===== config.mk =====
export PLATFORM = sky130hd
export DESIGN_NAME = fma_program_sequencer
export DESIGN_NICKNAME = d
export VERILOG_FILES = /design/src/rtl/fma_program_sequencer.sv
export SDC_FILE = /design/constraint.sdc
export NUM_CORES = 1
export LEC_CHECK = 0
export CORE_MARGIN = 3
export CORE_UTILIZATION = 36
export CTS_BUF_LIST = sky130_fd_sc_hd__clkbuf_16
export CTS_CLUSTER_DIAMETER = 150
export DETAILED_ROUTE_END_ITERATION = 7
export PLACE_DENSITY = 0.61
export SLEW_MARGIN = 0
export SYNTH_ARGS = -nofsm -noshare
export SYNTH_HDL_FRONTEND = slang
export SYNTH_SLANG_ARGS = --single-unit

===== constraint.sdc =====
create_clock -name clk_in -period 5.1 [get_ports clk_in]
set_input_delay 1.02 -clock clk_in [delete_from_list [all_inputs] [get_ports clk_in]]
set_output_delay 1.02 -clock clk_in [all_outputs]
set_load 0.1 [all_outputs]

===== src/rtl/fma_program_sequencer.sv =====
// fma_program_sequencer
//
// Fetches 32-bit instructions from a program BRAM (2-cycle read latency) and
// runs them one every three cycles. Control and register ops (NOP, END, XOR,
// ADDI, BGE, JUMP) execute locally on a 16 x WORD_WIDTH register file.
// Memory-class ops (SMA, LOADI, SENDL, LOADB, LOAD, WRITEB) are forwarded to
// the FMA data-memory block as one-cycle pulses on instr_out/instr_valid_out,
// along with the register values named by their a/b/c fields.
//
// Build option: define FMA_SEQ_LOADB_HANDSHAKE_EN to hold LOADB in EXEC until
// fma_result_valid_in has flagged a fresh FMA result. Without it, LOADB issues
// like any other memory op and fma_result_valid_in is ignored.
//
// Ports
//   clk_in               clock
//   rst_in               synchronous, active-high reset
//   start_in             start at PC 0 (ignored while busy)
//   imem_addr_out        program BRAM address (current PC)
//   imem_data_in         program BRAM read data, valid 2 cycles after address
//   fma_result_valid_in  pulse: FMA write buffer holds a new result
//   instr_out            instruction forwarded to the memory block
//   instr_valid_out      one-cycle qualifier for instr_out
//   reg_a/b/c_out        register values selected by the issued instruction
//   busy_out             high in FETCH0, FETCH1, EXEC and STALL
//   done_out             high after END until the next start
//
// state  | meaning
// -------+------------------------------------------------------------
// IDLE   | after reset, waiting for start_in
// FETCH0 | PC on imem_addr_out, BRAM read in flight
// FETCH1 | BRAM read in flight
// EXEC   | imem_data_in valid: decode, execute or issue
// STALL  | idle cycles after a WRITEB issue (down-counter to zero)
// DONE   | END executed, waiting for start_in

module fma_program_sequencer #(
    parameter int PROGRAM_DEPTH     = 256,
    parameter int INSTRUCTION_WIDTH = 32,
    parameter int WORD_WIDTH        = 16,
    parameter int WRITEB_STALL      = 3,
    localparam int PC_W             = $clog2(PROGRAM_DEPTH)
) (
    input  logic                         clk_in,
    input  logic                         rst_in,
    input  logic                         start_in,
    output logic [PC_W-1:0]              imem_addr_out,
    input  logic [INSTRUCTION_WIDTH-1:0] imem_data_in,
    input  logic                         fma_result_valid_in,
    output logic [INSTRUCTION_WIDTH-1:0] instr_out,
    output logic                         instr_valid_out,
    output logic [WORD_WIDTH-1:0]        reg_a_out,
    output logic [WORD_WIDTH-1:0]        reg_b_out,
    output logic [WORD_WIDTH-1:0]        reg_c_out,
    output logic                         busy_out,
    output logic                         done_out
);

    localparam int STALL_W = (WRITEB_STALL > 1) ? $clog2(WRITEB_STALL) : 1;

    localparam logic [3:0] OP_NOP    = 4'd0;
    localparam logic [3:0] OP_END    = 4'd1;
    localparam logic [3:0] OP_XOR    = 4'd2;
    localparam logic [3:0] OP_ADDI   = 4'd3;
    localparam logic [3:0] OP_BGE    = 4'd4;
    localparam logic [3:0] OP_JUMP   = 4'd5;
    localparam logic [3:0] OP_SMA    = 4'd6;
    localparam logic [3:0] OP_LOADI  = 4'd7;
    localparam logic [3:0] OP_SENDL  = 4'd8;
    localparam logic [3:0] OP_LOADB  = 4'd9;
    localparam logic [3:0] OP_WRITEB = 4'd10;
    localparam logic [3:0] OP_LOAD   = 4'd13;

    typedef enum logic [2:0] {
        S_IDLE,
        S_FETCH0,
        S_FETCH1,
        S_EXEC,
        S_STALL,
        S_DONE
    } state_t;

    state_t                         state_q, state_d;
    logic [PC_W-1:0]                pc_q, pc_d;
    logic [WORD_WIDTH-1:0]          regs_q [16];
    logic [WORD_WIDTH-1:0]          regs_d [16];
    logic                           cmp_q, cmp_d;
    logic [STALL_W-1:0]             stall_cnt_q, stall_cnt_d;
    logic [INSTRUCTION_WIDTH-1:0]   instr_q, instr_d;
    logic                           instr_valid_q, instr_valid_d;
    logic [WORD_WIDTH-1:0]          reg_a_q, reg_a_d;
    logic [WORD_WIDTH-1:0]          reg_b_q, reg_b_d;
    logic [WORD_WIDTH-1:0]          reg_c_q, reg_c_d;

    logic [3:0]                     op;
    logic [3:0]                     fld_a;
    logic [3:0]                     fld_b;
    logic [3:0]                     fld_c;
    logic [15:0]                    imm;
    logic [PC_W-1:0]                pc_inc;
    logic                           loadb_ok;

    assign op    = imem_data_in[31:28];
    assign fld_a = imem_data_in[27:24];
    assign imm   = imem_data_in[23:8];
    assign fld_b = imem_data_in[7:4];
    assign fld_c = imem_data_in[3:0];

    // Explicit wrap so non-power-of-two depths also return to 0.
    assign pc_inc = (pc_q == PC_W'(PROGRAM_DEPTH - 1)) ? '0 : pc_q + PC_W'(1);

`ifdef FMA_SEQ_LOADB_HANDSHAKE_EN
    logic result_pending_q, result_pending_d;
    assign loadb_ok = result_pending_q;
`else
    logic unused_fma_result_valid;
    assign unused_fma_result_valid = fma_result_valid_in;
    assign loadb_ok = 1'b1;
`endif

    always_comb begin
        state_d       = state_q;
        pc_d          = pc_q;
        regs_d        = regs_q;
        cmp_d         = cmp_q;
        stall_cnt_d   = stall_cnt_q;
        instr_d       = instr_q;
        instr_valid_d = 1'b0;
        reg_a_d       = reg_a_q;
        reg_b_d       = reg_b_q;
        reg_c_d       = reg_c_q;
`ifdef FMA_SEQ_LOADB_HANDSHAKE_EN
        result_pending_d = result_pending_q | fma_result_valid_in;
`endif

        case (state_q)
            S_IDLE, S_DONE: begin
                if (start_in) begin
                    state_d = S_FETCH0;
                    pc_d    = '0;
                    regs_d  = '{default: '0};
                    cmp_d   = 1'b0;
                end
            end

            S_FETCH0: state_d = S_FETCH1;

            S_FETCH1: state_d = S_EXEC;

            S_EXEC: begin
                case (op)
                    OP_END: state_d = S_DONE;

                    OP_XOR: begin
                        regs_d[fld_a] = regs_q[fld_a] ^ regs_q[fld_b];
                        pc_d          = pc_inc;
                        state_d       = S_FETCH0;
                    end

                    OP_ADDI: begin
                        regs_d[fld_a] = regs_q[fld_b] + WORD_WIDTH'(imm);
                        pc_d          = pc_inc;
                        state_d       = S_FETCH0;
                    end

                    OP_BGE: begin
                        cmp_d   = (regs_q[fld_a] >= regs_q[fld_b]);
                        pc_d    = pc_inc;
                        state_d = S_FETCH0;
                    end

                    OP_JUMP: begin
                        pc_d    = cmp_q ? imm[PC_W-1:0] : pc_inc;
                        state_d = S_FETCH0;
                    end

                    OP_SMA, OP_LOADI, OP_SENDL, OP_LOADB, OP_WRITEB, OP_LOAD: begin
                        // A LOADB without a fresh result stays in EXEC; the
                        // BRAM output is stable because PC has not moved.
                        if (op != OP_LOADB || loadb_ok) begin
                            instr_d       = imem_data_in;
                            instr_valid_d = 1'b1;
                            reg_a_d       = regs_q[fld_a];
                            reg_b_d       = regs_q[fld_b];
                            reg_c_d       = regs_q[fld_c];
                            pc_d          = pc_inc;
                            state_d       = S_FETCH0;
`ifdef FMA_SEQ_LOADB_HANDSHAKE_EN
                            // A new result arriving in the issue cycle survives.
                            if (op == OP_LOADB) begin
                                result_pending_d = fma_result_valid_in;
                            end
`endif
                            if (op == OP_WRITEB && WRITEB_STALL != 0) begin
                                state_d     = S_STALL;
                                stall_cnt_d = STALL_W'(WRITEB_STALL - 1);
                            end
                        end
                    end

                    default: begin
                        pc_d    = pc_inc;
                        state_d = S_FETCH0;
                    end
                endcase
            end

            S_STALL: begin
                if (stall_cnt_q == '0) begin
                    state_d = S_FETCH0;
                end else begin
                    stall_cnt_d = stall_cnt_q - STALL_W'(1);
                end
            end

            default: state_d = S_IDLE;
        endcase
    end

    always_ff @(posedge clk_in) begin
        if (rst_in) begin
            state_q       <= S_IDLE;
            pc_q          <= '0;
            regs_q        <= '{default: '0};
            cmp_q         <= 1'b0;
            stall_cnt_q   <= '0;
            instr_q       <= '0;
            instr_valid_q <= 1'b0;
            reg_a_q       <= '0;
            reg_b_q       <= '0;
            reg_c_q       <= '0;
        end else begin
            state_q       <= state_d;
            pc_q          <= pc_d;
            regs_q        <= regs_d;
            cmp_q         <= cmp_d;
            stall_cnt_q   <= stall_cnt_d;
            instr_q       <= instr_d;
            instr_valid_q <= instr_valid_d;
            reg_a_q       <= reg_a_d;
            reg_b_q       <= reg_b_d;
            reg_c_q       <= reg_c_d;
        end
    end

`ifdef FMA_SEQ_LOADB_HANDSHAKE_EN
    always_ff @(posedge clk_in) begin
        if (rst_in) begin
            result_pending_q <= 1'b0;
        end else begin
            result_pending_q <= result_pending_d;
        end
    end
`endif

    assign imem_addr_out   = pc_q;
    assign instr_out       = instr_q;
    assign instr_valid_out = instr_valid_q;
    assign reg_a_out       = reg_a_q;
    assign reg_b_out       = reg_b_q;
    assign reg_c_out       = reg_c_q;
    assign busy_out        = (state_q == S_FETCH0) || (state_q == S_FETCH1) ||
                             (state_q == S_EXEC)   || (state_q == S_STALL);
    assign done_out        = (state_q == S_DONE);

endmodule


# ---- Word level (Yosys, flattened, before mapping)
# Index checks and enable logic that the tools add are counted.
dict set report op_classes {
  order_cmp 5
  reduce_logical 17
  n_eq_ne 25
  n_addsub 3
  bitwise 5
  mux 34
}
# op n
set op_table {}
lappend op_table {{256-bit one-hot mux with 2 select lines} 2}
lappend op_table {{256-bit bitwise mux} 2}
lappend op_table {{256-bit 2-to-1 mux} 1}
lappend op_table {{16-bit binary-select mux with 4-bit select} 3}
lappend op_table {{16-bit 2-to-1 mux} 7}
lappend op_table {{16-bit demux with 4-bit select} 1}
lappend op_table {{8-bit one-hot mux with 2 select lines} 2}
lappend op_table {{8-bit 2-to-1 mux} 3}
lappend op_table {{16-bit adder} 1}
lappend op_table {{4-bit by 3-bit == test with 1-bit output, second input constant} 4}
lappend op_table {{4-bit == test, second input constant} 4}
lappend op_table {{16-bit greater-or-equal comparator} 1}
lappend op_table {{16-bit bitwise XOR} 1}
lappend op_table {{5-bit greater-or-equal comparator, second input constant} 3}
lappend op_table {{4-bit NOT with 5-bit output} 3}
lappend op_table {{3-bit one-hot mux with 5 select lines} 1}
lappend op_table {{2-bit != test, second input constant} 5}
lappend op_table {{3-bit 2-to-1 mux} 3}
lappend op_table {{3-bit AND reduction} 3}
lappend op_table {{8-bit by 1-bit adder with 8-bit output, second input constant} 1}
lappend op_table {{4-bit by 2-bit == test with 1-bit output, second input constant} 2}
lappend op_table {{8-bit == test, second input constant} 1}
lappend op_table {{3-bit by 2-bit == test with 1-bit output, second input constant} 2}
lappend op_table {{3-bit == test, second input constant} 2}
lappend op_table {{21 further kinds} 31}
dict set report word_totals {
  register_bits 351
  out_inout_bits 91
  in_bits 36
  elab_cells 114
}

# ---- Longest topological paths before layout
dict set report depth {
  ltp_word 8
  ltp_mapped 16
  mapped_depth_nobuf 11
}

# ---- Least setup slack after synthesis
# OpenSTA, ideal clock, no wires.
dict set report synth_timing {
  path_type {input-to-reg}
  from {input imem_data_in[5]}
  to {register regs_q[40] (netlist bit)}
  path_buffers 4
  stages 15
  path_slack_ns 0.257
  setup_ns 0.065
  arrival_ns 4.778
  required_time_ns 5.035
  path_cell_list {buf_2 -> buf_2 -> buf_2 -> mux4_2 -> mux4_2 -> ha_1 -> fa_1 -> a211oi_1 -> o211ai_1 -> a31oi_1 -> xor2_1 -> mux2i_1 -> buf_2 -> a22oi_1 -> nor2_1}
}
dict set report synth_via {
  elab_chain_len 8
}
# item line_no
set synth_lines {}
lappend synth_lines {{start, declared} 47} ;# input logic [INSTRUCTION_WIDTH-1:0] imem_data_in,
lappend synth_lines {{4-bit NOT with 5-bit output (implied by the code) *} {154, 160}}
lappend synth_lines {{16-bit binary-select mux with 4-bit select *} {154, 160}}
lappend synth_lines {{16-bit 2-to-1 mux (implied by the code) * (2 in a row)} {154, 160}}
lappend synth_lines {{16-bit adder or 16-bit bitwise XOR (tied branches)} {160, 154}}
lappend synth_lines {{256-bit bitwise mux, on equally long branches} {160, 154}}
lappend synth_lines {{256-bit one-hot mux with 2 select lines *} 150} ;# case (op)
lappend synth_lines {{256-bit one-hot mux with 2 select lines *} 135} ;# case (state_q)
lappend synth_lines {{end signal, assigned} 234} ;# regs_q <= regs_d;
lappend synth_lines {{end, declared} 84} ;# logic [WORD_WIDTH-1:0] regs_q [16];
# Mark *: on every way between the ends. The rest lies on a longest branch, timed or not. The select of a mux whose other input is x is not followed.
# A chain may end at the register's enable or synchronous reset.

# ---- Worst setup path in the final report
dict set report layout_timing {
  from {input imem_data_in[6]}
  to {register regs_q[170] (netlist bit)}
}
# The elaborated chain is that of the path after synthesis.

==> qor.txt <==
status = finished, final reports clean
layout cells sized above 1 = 22.0%
die height = 240 um
Most used DFF post-synth = dfxtp_1
Hold Vio Cnt, Final = 0
clock group share of total power = 42.4%
hold buffers post-CTS = 0
CP peak stage delay = 930 ps
htree depth = 2
Tcrit/Tclk final = 95.0%
GPL Wtd Cong = 0.944
Core Area = 54,000 um2
wire length of the first global-routing pass = 105,000 um
worst clock skew = 19.2 ps
WS Path Type = input port to flop
final slew viol count = 0
Clk pin slew, worst setup/hold paths = 60 ps
Total GRT Usage = 23.9%
CTS Buf Count = 38
Post-Syn Nets = 2,007
Tmin final = 4840 ps
delay-heaviest family, CP = compound AO/OA/AOI/OAI gates
Crit-path slowest cell = nor2_1
Sw Pwr = 2.22 mW
largest net degree at the start of global routing = 145
vias in the first global route = 16,900
Hold Path Class = flop to flop
Yosys top cell area share = 35.6%
TritonCTS clock tree = done
DRT Pass-1 Iters = 6
routed wire length = 69,600 um
Max Freq = 0.206 GHz
Gate Count Post-Synth = 1,937
Buffers on Ports = 125
normalized max-slew margin = 19.7%
die area = 57,700 um2
post-DR wirelength/cell = 25.2 um
Leak Pwr = 7.80 nW
Comb pwr share = 18.5%
Antenna Nets Post-Route = 0
MaxCap Viol Count = 0
multi-input logic area = 11,900 um2
Reg2Reg Setup Slack = 720 ps
Post-Layout Cell Count = 2,759
RSZ-0062 raised after global routing = false
post-route DRC violation count = 0
# IOs = 127
Worst Path Buf+Inv = 2
most frequent CP cell = a21oi_1
hpwl dp = 48,700 um
Worst Path Max Fanout = 16
Clock Sink Count = 351
number of post-CTS setup repair buffers = 0
Sequential Area = 7030 um2
initial antenna violation count = 0
Synth area leaders = dfxtp_1 (36%), mux4_2 (27%), a22oi_1 (6.8%)
Ys Warns = 0
CP arrival = 5350 ps
Post-Layout Inst Area = 23,400 um2
slew at the pin closest to its max-slew limit = 1200 ps
Starting Density = 36.5%
Worst Setup Start Kind = input port
CP Capture Type = flop
CTS Root Cell = clkbuf_16
Switching Share = 31.2%
EDFF count, synth = 0
Reg power frac = 39.1%
maximum clock path buffer count = 3
cts repair resizes = 0
Mapped Area = 19,700 um2
Synth cell types = 70
asr flop ratio synth = 0%
First DRT Iteration DRCs = 2,082
Nets = 2,106
Worst EP required = 5600 ps
remaining global-route overflow = 0
crit-path cells = clkdlybuf4s50_1, buf_4, mux4_2, fa_1, a211oi_1, o211ai_1, a21oi_1, xnor2_1, a21oi_1, nor2_1, a22o_1
die width = 240 um
register area share after synthesis = 35.6%
Post-Syn Area per Cell = 10.2 um2
Pint = 4.89 mW
final setup fails = 0
Clock Latency Late Sink = 570 ps
flops & latches, synth = 351
ANT cells = 0
FP Rows = 85
Pwr Density = 304 nW/um2
Worst VDD drop = 0.219 mV
Via density = 6.27
dpl cell area = 22,000 um2
Synth area leader = dfxtp_1
P&R area growth vs syn = 18.4%
Vias = 17,300
# fillers = 5,037
Placed Cells = 2,692
==> cells by family after synthesis <==
family	Yosys count	share of synthesized area (%)
AND/OR/NAND/NOR	597	12.9
AO/OA/AOI/OAI	497	16.6
flip-flops	351	35.6
multiplexers	249	27.8
buffers and inverters	196	4.27
adder cells (fa/ha/maj)	34	2.19
XOR/XNOR	13	0.615
==> registers in the layout, summed over array words and instances (netlist names) <==
register         cells
cmp_q                1
imem_addr_out        8
instr_out           32
instr_valid_out      1
reg_a_out           16
reg_b_out           16
reg_c_out           16
regs_q             256
stall_cnt_q          2
state_q              3
==> synthesized netlist by cell type, types with 5 or more instances <==
| cell | number |
|---|---|
| a21oi_1 | 132 |
| clkbuf_1 | 96 |
| nand2_1 | 252 |
| inv_1 | 23 |
| o22ai_1 | 8 |
| xor2_1 | 7 |
| nand3_1 | 15 |
| nor3_1 | 12 |
| buf_4 | 5 |
| mux4_2 | 238 |
| a22oi_1 | 179 |
| nor2_2 | 10 |
| mux2i_1 | 9 |
| nand2b_1 | 12 |
| o31ai_1 | 16 |
| a21o_1 | 13 |
| buf_2 | 57 |
| nor4_1 | 5 |
| nor2_1 | 233 |
| xnor2_1 | 5 |
| o21ai_0 | 86 |
| nor2b_1 | 21 |
| dfxtp_1 | 351 |
| a211oi_1 | 9 |
| buf_1 | 11 |
| a22o_1 | 16 |
| o22ai_2 | 10 |
| ha_1 | 33 |
==> cells in the final DEF, fill, tap and decap left out, types with 7 or more instances in the layout <==
master	count
clkbuf_16	41
a22oi_1	179
ha_1	33
inv_1	29
dfxtp_1	351
nor2b_1	21
o22ai_1	8
a22o_1	16
nand2_1	252
xor2_1	7
a211oi_1	9
nor2_1	233
o21ai_1	13
o31ai_1	16
nand2b_1	12
o22ai_2	10
bufinv_16	7
clkdlybuf4s50_1	116
a21oi_1	132
nand3_1	15
mux4_2	238
mux2i_1	9
nor3_1	12
o21ai_0	72
a21o_1	12
nor2_2	10
buf_4	102
buf_12	10
==> worst min-delay path, cell delays in order (launching register included) <==
cell,delay (ps)
dfxtp_1,310
nand2_1,50
a21oi_1,50
==> power groups by stage <==
stage	clock network (mW)	registers [mW]	logic, mW
5_1_grt	3.16	2.78	1.34
2_1_floorplan	0	2.88	0.639
6_report	3.01	2.78	1.31
3_5_place_dp	0	2.84	1.27
3_3_place_gp	0	2.84	1.27
4_1_cts	3.05	2.78	1.27
==> final cells by class <==
cell class	instances	area share, %
inverter	23	0.369
multi-input combinational	1390	50.9
clock buffer	41	4.39
timing repair buffer	232	9.22
sequential	351	30.0
tap	696	3.72
clock inverter	26	1.35
==> worst paths after layout <==
kind,from,end,depth (start not counted)
worst max-delay path,imem_data_in[6],regs_q[170]$_SDFFE_PP0P_,11
worst min-delay path,instr_out[11]$_SDFFE_PP0P_,instr_out[11]$_SDFFE_PP0P_,2
worst max register to register,regs_q[112]$_SDFFE_PP0P_,regs_q[170]$_SDFFE_PP0P_,11
worst min register to register,instr_out[11]$_SDFFE_PP0P_,instr_out[11]$_SDFFE_PP0P_,2
==> per-layer routing <==
metal	part of all wire (%)	GRT usage, %	wire length, um	up-vias
met3	10	5.80	6950	230
met4	5.4	12.0	3790	0
met1	38	29.9	26600	8547
li1	-	-	-	7498
met5	0	0	0	-
met2	46	38.7	32400	1025
==> through the flow <==
stage	TNS (ps)	power, mW	worst slack [ps]	utilization, %	hold slack [ps]
after floorplan	0	3.51	257	-	437
after global placement	-2840	4.11	-203	40.8	441
after detailed placement	-3120	4.11	-221	40.8	445
final	0	7.11	255	43.3	455
after CTS	0	7.10	343	43.3	454
after global routing	0	7.28	134	43.3	468
No activity file was read; power rests on OpenSTA's default activity.
